==> src/rtl/complex_accumulator.sv <==
// Integrate-and-dump for a complex sample stream: sums N samples, shifts,
// saturates and emits one complex result per block over AXI-Stream.
module complex_accumulator #(
    parameter int INPUT_WIDTH   = 32,
    parameter int OUTPUT_WIDTH  = 32,
    parameter int ACC_LEN_WIDTH = 16,
    parameter int SHIFT_WIDTH   = 6,
    parameter int BYTE_ALIGNED  = 1,
    localparam int EFF_IN  = (BYTE_ALIGNED != 0) ? ((2*INPUT_WIDTH+15)/16)*16  : 2*INPUT_WIDTH,
    localparam int EFF_OUT = (BYTE_ALIGNED != 0) ? ((2*OUTPUT_WIDTH+15)/16)*16 : 2*OUTPUT_WIDTH
) (
    input  logic                     aclk,
    input  logic                     areset,
    input  logic [ACC_LEN_WIDTH-1:0] cfg_acc_len,
    input  logic [SHIFT_WIDTH-1:0]   cfg_shift,
    input  logic [EFF_IN-1:0]        s_axis_tdata,
    input  logic                     s_axis_tvalid,
    output logic                     s_axis_tready,
    input  logic                     s_axis_tuser,
    output logic [EFF_OUT-1:0]       m_axis_dout_tdata,
    output logic                     m_axis_dout_tvalid,
    input  logic                     m_axis_dout_tready,
    output logic                     m_axis_dout_tuser
);

    localparam int ACC_W    = INPUT_WIDTH + ACC_LEN_WIDTH;
    localparam int HALF_IN  = EFF_IN / 2;
    localparam int HALF_OUT = EFF_OUT / 2;
    // One guard bit above the wider of accumulator/output keeps the saturation compare exact.
    localparam int EXT_W    = ((ACC_W > OUTPUT_WIDTH) ? ACC_W : OUTPUT_WIDTH) + 1;

    logic [ACC_LEN_WIDTH-1:0] count_reg;
    logic [ACC_LEN_WIDTH-1:0] len_reg;
    logic [SHIFT_WIDTH-1:0]   shift_reg;
    logic [SHIFT_WIDTH-1:0]   dump_shift_reg;
    logic                     dump_valid_reg;
    logic [EFF_OUT-1:0]       out_data_reg;
    logic                     out_valid_reg;
    logic                     out_user_reg;

    logic                     accept;
    logic                     block_start;
    logic                     dump_now;
    logic                     load_out;
    logic [ACC_LEN_WIDTH-1:0] len_eff;
    logic [ACC_LEN_WIDTH-1:0] count_next;
    logic [SHIFT_WIDTH-1:0]   shift_clamped;
    logic [SHIFT_WIDTH-1:0]   shift_eff;
    logic [EFF_OUT-1:0]       out_word;
    logic [1:0]               clip_vec;

    assign s_axis_tready = !(dump_valid_reg && out_valid_reg && !m_axis_dout_tready);
    assign accept        = s_axis_tvalid && s_axis_tready;
    // An empty count means the previous block was dumped (or reset), so this sample opens a new one.
    assign block_start   = (count_reg == '0) || s_axis_tuser;

    always_comb begin
        shift_clamped = cfg_shift;
        if (32'(cfg_shift) > ACC_W - 1)
            shift_clamped = SHIFT_WIDTH'(ACC_W - 1);
    end

    assign len_eff    = block_start ? ((cfg_acc_len == '0) ? ACC_LEN_WIDTH'(1) : cfg_acc_len) : len_reg;
    assign shift_eff  = block_start ? shift_clamped : shift_reg;
    assign count_next = block_start ? ACC_LEN_WIDTH'(1) : count_reg + ACC_LEN_WIDTH'(1);
    assign dump_now   = accept && (count_next == len_eff);
    assign load_out   = dump_valid_reg && (!out_valid_reg || m_axis_dout_tready);

    // Lane 0 is the real component, lane 1 the imaginary component.
    generate
        for (genvar gi = 0; gi < 2; gi++) begin : g_lane
            localparam logic signed [EXT_W-1:0] SAT_MAX =
                {{(EXT_W-OUTPUT_WIDTH+1){1'b0}}, {(OUTPUT_WIDTH-1){1'b1}}};
            localparam logic signed [EXT_W-1:0] SAT_MIN = ~SAT_MAX;

            logic signed [ACC_W-1:0]        acc_reg;
            logic signed [ACC_W-1:0]        dump_reg;
            logic signed [INPUT_WIDTH-1:0]  sample;
            logic signed [ACC_W-1:0]        sample_ext;
            logic signed [ACC_W-1:0]        sum_next;
            logic signed [EXT_W-1:0]        dump_wide;
            logic signed [EXT_W-1:0]        shifted;
            logic [OUTPUT_WIDTH-1:0]        sat;
            logic                           clip;
            logic [HALF_OUT-1:0]            out_lane;

            assign sample     = s_axis_tdata[gi*HALF_IN +: INPUT_WIDTH];
            assign sample_ext = {{ACC_LEN_WIDTH{sample[INPUT_WIDTH-1]}}, sample};
            assign sum_next   = block_start ? sample_ext : acc_reg + sample_ext;
            assign dump_wide  = {{(EXT_W-ACC_W){dump_reg[ACC_W-1]}}, dump_reg};
            assign shifted    = dump_wide >>> dump_shift_reg;

            always_comb begin
                clip = 1'b0;
                sat  = shifted[OUTPUT_WIDTH-1:0];
                if (shifted > SAT_MAX) begin
                    sat  = SAT_MAX[OUTPUT_WIDTH-1:0];
                    clip = 1'b1;
                end else if (shifted < SAT_MIN) begin
                    sat  = SAT_MIN[OUTPUT_WIDTH-1:0];
                    clip = 1'b1;
                end
            end

            if (HALF_OUT > OUTPUT_WIDTH) begin : g_pad
                assign out_lane = {{(HALF_OUT-OUTPUT_WIDTH){sat[OUTPUT_WIDTH-1]}}, sat};
            end else begin : g_nopad
                assign out_lane = sat;
            end

            assign out_word[gi*HALF_OUT +: HALF_OUT] = out_lane;
            assign clip_vec[gi] = clip;

            always_ff @(posedge aclk) begin
                if (areset) begin
                    acc_reg  <= '0;
                    dump_reg <= '0;
                end else begin
                    if (accept)
                        acc_reg <= dump_now ? '0 : sum_next;
                    if (dump_now)
                        dump_reg <= sum_next;
                end
            end
        end
    endgenerate

    always_ff @(posedge aclk) begin
        if (areset) begin
            count_reg      <= '0;
            len_reg        <= '0;
            shift_reg      <= '0;
            dump_shift_reg <= '0;
            dump_valid_reg <= 1'b0;
            out_data_reg   <= '0;
            out_valid_reg  <= 1'b0;
            out_user_reg   <= 1'b0;
        end else begin
            if (accept) begin
                count_reg <= dump_now ? '0 : count_next;
                if (block_start) begin
                    len_reg   <= len_eff;
                    shift_reg <= shift_eff;
                end
            end
            // The shift travels with the dumped sum, since the next block may latch a new one.
            if (dump_now) begin
                dump_valid_reg <= 1'b1;
                dump_shift_reg <= shift_eff;
            end else if (load_out) begin
                dump_valid_reg <= 1'b0;
            end

            if (load_out) begin
                out_data_reg  <= out_word;
                out_user_reg  <= |clip_vec;
                out_valid_reg <= 1'b1;
            end else if (m_axis_dout_tready) begin
                out_valid_reg <= 1'b0;
            end
        end
    end

    assign m_axis_dout_tdata  = out_data_reg;
    assign m_axis_dout_tvalid = out_valid_reg;
    assign m_axis_dout_tuser  = out_user_reg;

endmodule
==> config.mk <==
export PLATFORM = sky130hd
export DESIGN_NAME = complex_accumulator
export DESIGN_NICKNAME = d
export VERILOG_FILES = /design/src/rtl/complex_accumulator.sv
export SDC_FILE = /design/constraint.sdc
export NUM_CORES = 1
export LEC_CHECK = 0
export CORE_MARGIN = 2
export CORE_UTILIZATION = 30
export CTS_BUF_LIST = sky130_fd_sc_hd__clkbuf_4
export DETAILED_ROUTE_END_ITERATION = 12
export HOLD_SLACK_MARGIN = 0.15
export SYNTH_ARGS = -nofsm -noshare
export SYNTH_HDL_FRONTEND = slang
export SYNTH_SLANG_ARGS = --single-unit
export TNS_END_PERCENT = 50
==> constraint.sdc <==
create_clock -name aclk -period 6.2 [get_ports aclk]
set_input_delay 0.62 -clock aclk [delete_from_list [all_inputs] [get_ports aclk]]
set_output_delay 0.62 -clock aclk [all_outputs]
set_load 0.005 [all_outputs]
======== Word-level counts from Yosys, hierarchy flattened ========
Index checks and enable logic that the tools add are counted.
cells by class
  add/sub/neg operators ................... 3
  magnitude comparators ................... 5
  equal/unequal tests ..................... 1
  shift operators ......................... 2
  mux-type cells .......................... 22
  reduce and logical (&&, ||, !) cells .... 16
operators by type and width
  kind                                                                               count
  48-bit 2-to-1 mux                                                                  4
  32-bit 2-to-1 mux                                                                  4
  49-bit by 32-bit greater-than comparator with 1-bit output, second input constant  2
  49-bit by 32-bit < comparator with 1-bit output, second input constant             2
  48-bit by 6-bit >>> shifter with 49-bit output                                     2
  48-bit by 32-bit adder with 48-bit output                                          2
  16-bit 2-to-1 mux                                                                  4
  16-bit zero test                                                                   2
  16-bit by 1-bit adder with 16-bit output, second input constant                    1
  16-bit == test                                                                     1
  6-bit 2-to-1 mux                                                                   2
  1-bit 2-to-1 mux                                                                   8
  6-bit greater-than comparator, second input constant                               1
  1-bit logical AND                                                                  5
  2-bit nonzero test                                                                 2
  1-bit zero test                                                                    3
  1-bit logical OR                                                                   2
  2-bit AND reduction                                                                1
  2-bit OR reduction                                                                 1
word-level totals
  flip-flop bits (word level) ............. 303
  input port bits ......................... 91
  output and inout bits ................... 67
  word-level logic and storage cells ...... 61

======== Logic depth before layout (Yosys ltp) ========
Gate-level depths: netlist of the first run.
  depth in word-level cells ............... 6
  mapped depth ............................ 17
  depth with buffers taken out ............ 12

======== Worst setup path after synthesis of the first run ========
No wires, ideal clock.
  path kind ............................... input -> register
  start ................................... input s_axis_tdata[4]
  end ..................................... register g_lane[0].dump_reg[45]
  setup time .............................. 0.140 ns
  data arrival time ....................... 3.426 ns
  data required time ...................... 6.060 ns
  path slack .............................. 2.634 ns
  stages on the path ...................... 11
  path buffers ............................ 0
  path through ............................ ha_1 -> nand2_1 -> o311ai_0 -> o21a_1 -> o221a_2 -> a41oi_1 -> o41ai_1 -> a211oi_1 -> a31o_2 -> a2111oi_0 -> a211oi_1
on the way
  longest elaborated chain between the ends .. 2
ends and longest elaborated chain
  item                                       line  RTL
  start: declaration                         16    input logic [EFF_IN-1:0] s_axis_tdata,
  48-bit by 32-bit adder with 48-bit output  89    assign sum_next = block_start ? sample_ext : acc_reg + sample_ext;
  48-bit 2-to-1 mux                          89
  end signal: assignment                     122   dump_reg <= sum_next;
  end: declaration                           77    logic signed [ACC_W-1:0] dump_reg;
Every way passes these cells.
A chain may end at the register's enable or synchronous reset.

======== Worst setup path in the final report of the first run ========
  start ................................... register count_reg[0]
  end ..................................... register g_lane[1].acc_reg[40]
on the way
  longest elaborated chain between the ends .. 6
  elaborated cells on any way between the ends .. 9
  classes of those cells .................. 1 x add/sub; 1 x eq/ne; 4 x mux; 3 x reduce/logical
ends and longest elaborated chain
  item                                                                              line  RTL
  start: declaration                                                                32    logic [ACC_LEN_WIDTH-1:0] count_reg;
  start signal: assignment                                                          140   count_reg <= dump_now ? '0 : count_next;
  branches (longest 5 deep; another with 16-bit by 1-bit adder with 16-bit output)  n/a
  48-bit 2-to-1 mux *                                                               120   acc_reg <= dump_now ? '0 : sum_next;
  end signal: assignment                                                            120
  end: declaration                                                                  76    logic signed [ACC_W-1:0] acc_reg;
Mark *: on every way between the ends.

==> run summary, run 1 <==
status: complete, no violations
register area share after synthesis: 0.256
Nets: 3,266
initial antenna violation count: 9
Slew @ Worst Pin: 1.25 ns
Worst-Skew Late Latency: 0.87 ns
CTS HTree Levels: 3
Top Usage Layer GRT: met1
post-route cell area: 26,900 um^2
grt ovf: 0
num rows: 103
met3 GRT Util: 0.0339
Rel. slew slack: 0.148
worst path arrival time: 5.21 ns
FILL cells: 8,423
cts hold-fix bufs: 1
utilization after layout: 0.343
crit-path cells: ha_1, and3_1, nand3_1, or4_1, a2111oi_1, o22a_4, buf_12, nor3_2, buf_4, nand2_1, o211ai_1
EDFF count, synth: 0
delay-heaviest family, CP: simple AND/OR/NAND/NOR gates
ranking of synthesized cells by area: dfxtp_1 (26%), a21oi_1 (6.2%), mux2i_1 (6.1%), nor2_1 (6.0%), mux4_2 (5.7%)
drt pass-1 iters: 5
final-report setup violation count: 0
post-route insts no fill: 4,193
Synth Instances: 3,045
syn_area_per_cell: 7.78 um^2
Setup Skew: 0.0779 ns
#FFs+latches synth: 303
Crit-path slowest cell: a2111oi_1
initial core utilization: 0.301
synth-to-layout area growth: 13.6%
DR vias/cell: 5.54
critical path launch point type: register
CTS tree: yes
Peak VDD IR: 0.115 mV
GR Util met2: 0.280
hpwl dp: 58.9 mm
P_leak: 10.4 nW
Buffers on Ports: 157
Final Hold Viols: 0
Psw: 1.55 mW
postcts setup bufs: 0
largest net degree at the start of global routing: 189
crit path buf inv count: 2
PD cells: 184 nW/um^2
synth unique cells: 83
Post-CTS Resized: 0
Fmax achieved: 222 MHz
part of the cycle the worst path needs: 0.727
Switching Share: 0.314
Setup TNS: 0 ns
Synth warnings: 0
clock-pin transition on the worst setup and hold timing paths: 0.08 ns
maxcap violations: 0
Tot GR Track Use: 0.191
Residual DRC: 0
core box area: 78,600 um^2
max incr delay on CP: 0.84 ns
initial drt markers: 2,280
vias after detailed routing: 23,200
first-pass GRT wire length: 125 mm
Final Power: 4.95 mW
part of the power in registers: 0.412
Synth Net Count: 3,234
Synth area leader: dfxtp_1
Synth Flop Type: dfxtp_1
final WL: 80.3 mm
number of buffers created by CTS: 85
CTS Buffer Depth: 3
Post-DP Area: 25,800 um^2
clock power share: 0.390
Die Width: 285 um
Worst Path Max Fanout: 188
layout cell share with drive strength beyond 1: 0.104
wire per inst: 19.1 um
Top Ports: 158
worst path required time: 6.90 ns
Async S/R FF share, synth: 0
Detail Route Antenna Nets: 0
Crit. End Element: register
Comb pwr share: 0.197
Final min period: 4.51 ns
top-area cell type share of the netlist area: 0.256
met1 Use GR: 0.288
placed cells: 4,039
worst hold path type: input pin to register
DIE HEIGHT: 285 um
die area: 81,300 um^2
routability cong.: 0.933
max-slew violations: 0
RSZ-0062 raised after global routing: no
vias in the first global route: 21,400
clock tree sinks: 303
CP Class: register to register
CTS Root Cell: clkbuf_4
Syn Std Cell Area: 23,700 um^2
internal power: 3.39 mW
-- layout make-up --
| type | count | area, um^2 | area share |
|---|---|---|---|
| inverter | 42 | 158 | 0.00586 |
| antenna | 5 | 12.5 | 0.000465 |
| multi-input combinational | 2452 | 16400 | 0.609 |
| timing repair buffer | 193 | 1870 | 0.0695 |
| sequential | 303 | 6080 | 0.226 |
| clock inverter | 29 | 205 | 0.00762 |
| clock buffer | 119 | 893 | 0.0332 |
| tap | 1050 | 1310 | 0.0488 |
-- worst paths after layout --
path                                            from                                 end  slack, ns  depth (start not counted)
hold / removal                       cfg_acc_len[12]            len_reg[12]$_SDFFE_PP0P_       0.33                          3
setup / recovery           count_reg[0]$_SDFFE_PP0P_  g_lane[1].acc_reg[40]$_SDFFE_PP0P_       1.69                         11
hold reg to reg   g_lane[0].acc_reg[23]$_SDFFE_PP0P_  g_lane[0].acc_reg[23]$_SDFFE_PP0P_       0.45                          2
setup reg to reg           count_reg[0]$_SDFFE_PP0P_  g_lane[1].acc_reg[40]$_SDFFE_PP0P_       1.69                         11
-- kinds of logic (layout without fill, tap and decap cells) --
family	Yosys count	in the layout	synth area share
AND/OR/NAND/NOR	1000	1000	0.187
buffers and inverters	290	383	0.0556
adder cells (fa/ha/maj)	98	98	0.0524
multiplexers	263	263	0.149
other	0	5	0
AO/OA/AOI/OAI	984	984	0.260
flip-flops	303	303	0.256
XOR/XNOR	107	107	0.0395
-- per-stage QoR --
step	hold slack (ns)	worst slack, ns
CTS	0.266	1.76
global placement	0.432	1.39
finish	0.329	1.69
detailed placement	0.441	1.37
floorplan	0.420	2.63
global route	0.281	1.41
-- tightest hold or removal path, stage by stage --
cell,delay [ns]
clkdlybuf4s50_1,0.41
nand2_1,0.06
a21oi_1,0.05
-- cell usage in the layout (no fill, tap or decap), types with 11 or more instances in the layout --
cell / n
a22oi_1: 11
ha_1: 96
nand2b_1: 18
nor2b_1: 13
o211ai_1: 41
mux2_2: 53
nor3_1: 94
nand2_1: 309
o21a_1: 23
a22o_1: 17
buf_4: 33
inv_1: 38
o22ai_1: 35
a21boi_0: 11
or4_1: 13
xnor2_1: 75
and2_1: 17
o21ai_0: 244
clkinv_1: 21
o21bai_1: 13
xor2_1: 32
mux2i_1: 144
a21o_1: 65
or3_1: 11
and3_1: 28
a21oi_1: 295
nor4_1: 15
a31oi_1: 22
mux4_2: 60
a211oi_1: 98
clkbuf_4: 119
nor2_1: 380
nand4_1: 43
clkdlybuf4s50_1: 156
nand3_1: 30
dfxtp_1: 297
-- layer usage --
layer	vias to the layer above	routed length [um]
met5	-	0
met4	0	1370
met3	109	6190
met2	865	34100
met1	11000	38600
li1	11300	-
-- power groups by stage --
stage	Combinational (mW)	Clock, mW	Sequential, mW
6_report	0.975	1.93	2.04
2_1_floorplan	0.678	0	2.07
4_1_cts	0.962	1.98	2.04
5_1_grt	1.07	2.09	2.04
3_3_place_gp	0.955	0	2.08
3_5_place_dp	0.956	0	2.08
-- synth_stat cells, types with 23 or more instances --
| cell type | n |
|---|---|
| nor2_1 | 381 |
| nand2_1 | 310 |
| dfxtp_1 | 303 |
| a21oi_1 | 295 |
| o21ai_0 | 244 |
| clkbuf_1 | 150 |
| mux2i_1 | 144 |
| a211oi_1 | 99 |
| ha_1 | 96 |
| nor3_1 | 95 |
| xnor2_1 | 75 |
| a21o_1 | 65 |
| mux4_2 | 60 |
| mux2_2 | 53 |
| buf_2 | 47 |
| nand4_1 | 43 |
| o211ai_1 | 41 |
| inv_1 | 39 |
| o22ai_1 | 36 |
| xor2_1 | 32 |
| buf_1 | 30 |
| nand3_1 | 30 |
| and3_1 | 28 |
| o21a_1 | 23 |
(Power assumes the default switching activity.)
==> run 2: changes to the inputs <==
==> constraint.sdc (replaced) <==
create_clock -name aclk -period 3.7 [get_ports aclk]
set_input_delay 0.37 -clock aclk [delete_from_list [all_inputs] [get_ports aclk]]
set_output_delay 0.37 -clock aclk [all_outputs]
set_load 0.005 [all_outputs]
==> run summary, run 2 (synthesized netlist as in run 1, its figures left out) <==
status: complete, no violations
CTS tree: yes
Final min period: 3.52 ns
utilization after layout: 0.369
crit path buf inv count: 2
hpwl dp: 63.8 mm
layout cell share with drive strength beyond 1: 0.169
DR vias/cell: 5.46
Slew @ Worst Pin: 0.929 ns
drt pass-1 iters: 6
grt ovf: 0
worst hold path type: input pin to register
clock tree sinks: 303
Post-DP Area: 27,700 um^2
Final Power: 8.44 mW
DIE HEIGHT: 285 um
Detail Route Antenna Nets: 0
worst path required time: 4.41 ns
Top Ports: 158
initial drt markers: 2,366
Worst Path Max Fanout: 85
num rows: 103
RSZ-0062 raised after global routing: yes
CTS HTree Levels: 3
worst path arrival time: 4.22 ns
vias in the first global route: 22,600
core box area: 78,600 um^2
Worst-Skew Late Latency: 0.90 ns
critical path launch point type: register
Crit. End Element: register
postcts setup bufs: 0
post-route cell area: 29,000 um^2
initial core utilization: 0.301
crit-path cells: ha_1, and3_1, nand3_1, or4_1, a2111oi_1, buf_4, o22a_4, buf_16, nor2_1, a21oi_1, o31ai_1
vias after detailed routing: 24,300
part of the cycle the worst path needs: 0.950
clock-pin transition on the worst setup and hold timing paths: 0.06 ns
P_leak: 11.6 nW
CP Class: register to register
die area: 81,300 um^2
commonest non-fill, non-tap cell in the layout: nor2_1
initial antenna violation count: 5
CTS Root Cell: clkbuf_4
final WL: 85.0 mm
Storage cell area: 6080 um^2
Tot GR Track Use: 0.202
max incr delay on CP: 0.51 ns
synth-to-layout area growth: 22.3%
FILL cells: 8,296
Peak VDD IR: 0.174 mV
number of buffers created by CTS: 86
CTS Buffer Depth: 3
max-slew violations: 0
most frequent cells in the layout: nor2_1 (380), nand2_1 (309), dfxtp_1 (297)
Setup Skew: 0.0988 ns
delay-heaviest family, CP: simple AND/OR/NAND/NOR gates
largest net degree at the start of global routing: 157
Rel. slew slack: 0.380
final-report setup violation count: 0
first-pass GRT wire length: 131 mm
Buffers on Ports: 157
multi-input logic area: 16,400 um^2
Nets: 3,522
wire per inst: 19.1 um
Fmax achieved: 284 MHz
Final Hold Viols: 0
maxcap violations: 0
Die Width: 285 um
Residual DRC: 0
Crit-path slowest cell: or4_1
PD cells: 291 nW/um^2
routability cong.: 0.957
## run 2: cell types whose count changed in the layout (fill, tap and decap cells not counted), moves of 2 or more
cell           change
clkbuf_4           +2
clkinvlp_4         +2
buf_4            +230
clkinv_2           +5
dlygate4sd3_1     +16
buf_12             +8
bufinv_16          -3
clkinv_1           -6
## run 2: power breakdown
part	switching [mW]	internal [mW]
logic	1.07	0.872
clock network	1.56	1.52
registers	0.0702	3.36
total	2.70	5.75
## run 2: what timing repair did
item                                    in CTS  in global routing
hold endpoints to repair                    70                  0
hold buffers                                17                  0
endpoints found under the setup margin       2                 19
resized for setup                            1                  6
## run 2: final cells by class
class,count,area share
Antenna cell,4,0.000345
Clock buffer,121,0.0313
Clock inverter,27,0.00484
Inverter,42,0.00544
Multi-Input combinational cell,2452,0.567
Sequential cell,303,0.210
Tap cell,1050,0.0453
Timing Repair Buffer,448,0.136
## run 2: final timing paths
kind	startpoint	end	slack [ns]	cells after the start
max	count_reg[0]$_SDFFE_PP0P_	count_reg[3]$_SDFFE_PP0P_	0.18	11
min	m_axis_dout_tready	m_axis_dout_tvalid$_SDFFE_PP0P_	0.21	4
max reg2reg	count_reg[0]$_SDFFE_PP0P_	count_reg[3]$_SDFFE_PP0P_	0.18	11
min reg2reg	g_lane[0].acc_reg[23]$_SDFFE_PP0P_	g_lane[0].acc_reg[23]$_SDFFE_PP0P_	0.45	2
## run 2: stage by stage
stage	setup WS, ns	setup TNS, ns	instances	hold WS [ns]
global route	-0.00443	-0.00443	4447	0.222
floorplan	0.384	0	3045	0.420
CTS	0.117	0	4443	0.156
global placement	-0.560	-6.50	4278	0.434
finish	0.185	0	4447	0.212
detailed placement	-0.524	-7.74	4278	0.439
## run 2: worst min-delay path, stage by stage
cell             delay (ns)
clkdlybuf4s50_1        0.47
nor2b_1                0.05
nor2_1                 0.08
nor2_1                 0.04
## run 2: layer usage
| layer | track usage | routed length (um) |
|---|---|---|
| met3 | 0.0356 | 6230 |
| met2 | 0.297 | 36100 |
| met5 | 0 | 0 |
| met4 | 0.0637 | 2430 |
| met1 | 0.297 | 40200 |
==> run 3: changes to the inputs <==
--- a/config.mk
+++ b/config.mk
@@ -10,6 +10,7 @@
 export CTS_BUF_LIST = sky130_fd_sc_hd__clkbuf_4
 export DETAILED_ROUTE_END_ITERATION = 12
 export HOLD_SLACK_MARGIN = 0.15
+export SLEW_MARGIN = 25
 export SYNTH_ARGS = -nofsm -noshare
 export SYNTH_HDL_FRONTEND = slang
 export SYNTH_SLANG_ARGS = --single-unit
==> run summary, run 3 (synthesized netlist as in run 1, its figures left out) <==
clock power share: 0.365
layout cell share with drive strength beyond 1: 0.169
Crit. End Element: register
Worst-Skew Late Latency: 0.90 ns
critical path launch point type: register
Peak VDD IR: 0.175 mV
postcts setup bufs: 0
Top Usage Layer GRT: met2
Setup Skew: 0.101 ns
PD cells: 291 nW/um^2
grt ovf: 0
part of the cycle the worst path needs: 0.930
Worst Path Max Fanout: 3
commonest non-fill, non-tap cell in the layout: nor2_1
CTS HTree Levels: 3
clock tree sinks: 303
core box area: 78,600 um^2
FF-to-FF setup slack: 0.26 ns
wire per inst: 19.2 um
DR vias/cell: 5.45
worst path required time: 4.51 ns
clock-pin transition on the worst setup and hold timing paths: 0.06 ns
max-slew violations: 0
FILL cells: 8,292
synth-to-layout area growth: 22.4%
max incr delay on CP: 0.40 ns
met1 Use GR: 0.297
num rows: 103
vias in the first global route: 22,600
Top Ports: 158
drt pass-1 iters: 5
Rel. slew slack: 0.381
Buffers on Ports: 157
final WL: 85.2 mm
crit-path cells: ha_1, buf_4, fa_1, a21oi_1, nor3_1, o2111ai_1, o2111ai_2, a31oi_2, o21ai_0, a31oi_1, buf_4, mux2_2, nand4_1, a22o_1
vias after detailed routing: 24,300
hpwl dp: 63.8 mm
Tot GR Track Use: 0.202
Crit-path slowest cell: fa_1
CP Class: register to register
maxcap violations: 0
Residual DRC: 0
initial antenna violation count: 5
Nets: 3,523
CTS Root Cell: clkbuf_4
final-report setup violation count: 0
routability cong.: 0.957
internal power: 5.75 mW
part of the power in registers: 0.405
crit path buf inv count: 2
CTS tree: yes
DIE HEIGHT: 285 um
Slew @ Worst Pin: 0.928 ns
Storage cell area: 6080 um^2
largest net degree at the start of global routing: 157
delay-heaviest family, CP: compound AO/OA/AOI/OAI gates
initial core utilization: 0.301
die area: 81,300 um^2
CTS Buffer Depth: 3
Fmax achieved: 291 MHz
initial drt markers: 2,166
met3 GRT Util: 0.0356
number of buffers created by CTS: 86
Psw: 2.70 mW
Final Hold Viols: 0
GR Util met2: 0.297
final hold slack: 0.205 ns
utilization after layout: 0.369
worst path arrival time: 4.25 ns
multi-input logic area: 16,400 um^2
Comb pwr share: 0.230
worst hold path type: input pin to register
Most Frequent Cell on Critical Path: buf_4
Final min period: 3.44 ns
Detail Route Antenna Nets: 0
first-pass GRT wire length: 131 mm
Die Width: 285 um
RSZ-0062 raised after global routing: no
Switching Share: 0.320
most frequent cells in the layout: nor2_1 (380), nand2_1 (309), dfxtp_1 (297)
P_leak: 11.6 nW
status: complete, no violations
## run 3: cell types whose count changed in the layout (fill, tap and decap cells not counted)
cell       delta
buf_6         +1
buf_4         -1
clkbuf_16     +1
## run 3: power by group through the flow
stage                     logic (mW)  registers [mW]  clock network (mW)
after global routing            2.13            3.43                3.33
after CTS                       1.92            3.42                3.17
final                           1.94            3.43                3.08
after floorplan                 1.14            3.47                   0
after global placement          1.89            3.49                   0
after detailed placement        1.89            3.49                   0
## run 3: cell type report
class	instances	area share
multi-input combinational	2452	0.566
sequential	303	0.210
timing repair buffer	449	0.137
tap	1050	0.0453
clock buffer	121	0.0313
inverter	42	0.00544
clock inverter	27	0.00483
antenna	4	0.000345
## run 3: metal layers
layer	up-vias	routed length, um
li1	11800	-
met1	11400	41000
met2	873	36100
met3	143	5670
met4	0	2460
met5	-	0
## run 3: repair_timing
item / CTS / global route
gates cloned: 0 / 1
setup endpoints to repair: 2 / 8
hold buffers: 17 / 0
resized for setup: 1 / 6
pin swaps: 0 / 0
endpoints found under the hold margin: 70 / 0
## run 3: tightest hold or removal path: cells and delay by family
family	cells	cell delay, ns
buffers and inverters	1	0.47
and+or+nand+nor	3	0.17
## run 3: per-stage QoR
stage	area [um^2]	power, mW	TNS [ns]	setup WS [ns]	std cells
5_1_grt	29000	8.90	0	0.0195	4448
6_report	29000	8.45	0	0.259	4448
3_5_place_dp	27700	5.39	-7.74	-0.524	4278
4_1_cts	28900	8.51	0	0.117	4443
2_1_floorplan	23700	4.61	0	0.384	3045
3_3_place_gp	27700	5.38	-6.50	-0.560	4278
## run 3: worst paths after layout
| check | startpoint | end | cells past startpoint |
|---|---|---|---|
| worst min register to register | g_lane[0].acc_reg[23]$_SDFFE_PP0P_ | g_lane[0].acc_reg[23]$_SDFFE_PP0P_ | 2 |
| worst max register to register | g_lane[0].acc_reg[0]$_SDFFE_PP0P_ | g_lane[0].acc_reg[44]$_SDFFE_PP0P_ | 14 |
| worst min-delay path | m_axis_dout_tready | m_axis_dout_tvalid$_SDFFE_PP0P_ | 4 |
| worst max-delay path | g_lane[0].acc_reg[0]$_SDFFE_PP0P_ | g_lane[0].acc_reg[44]$_SDFFE_PP0P_ | 14 |
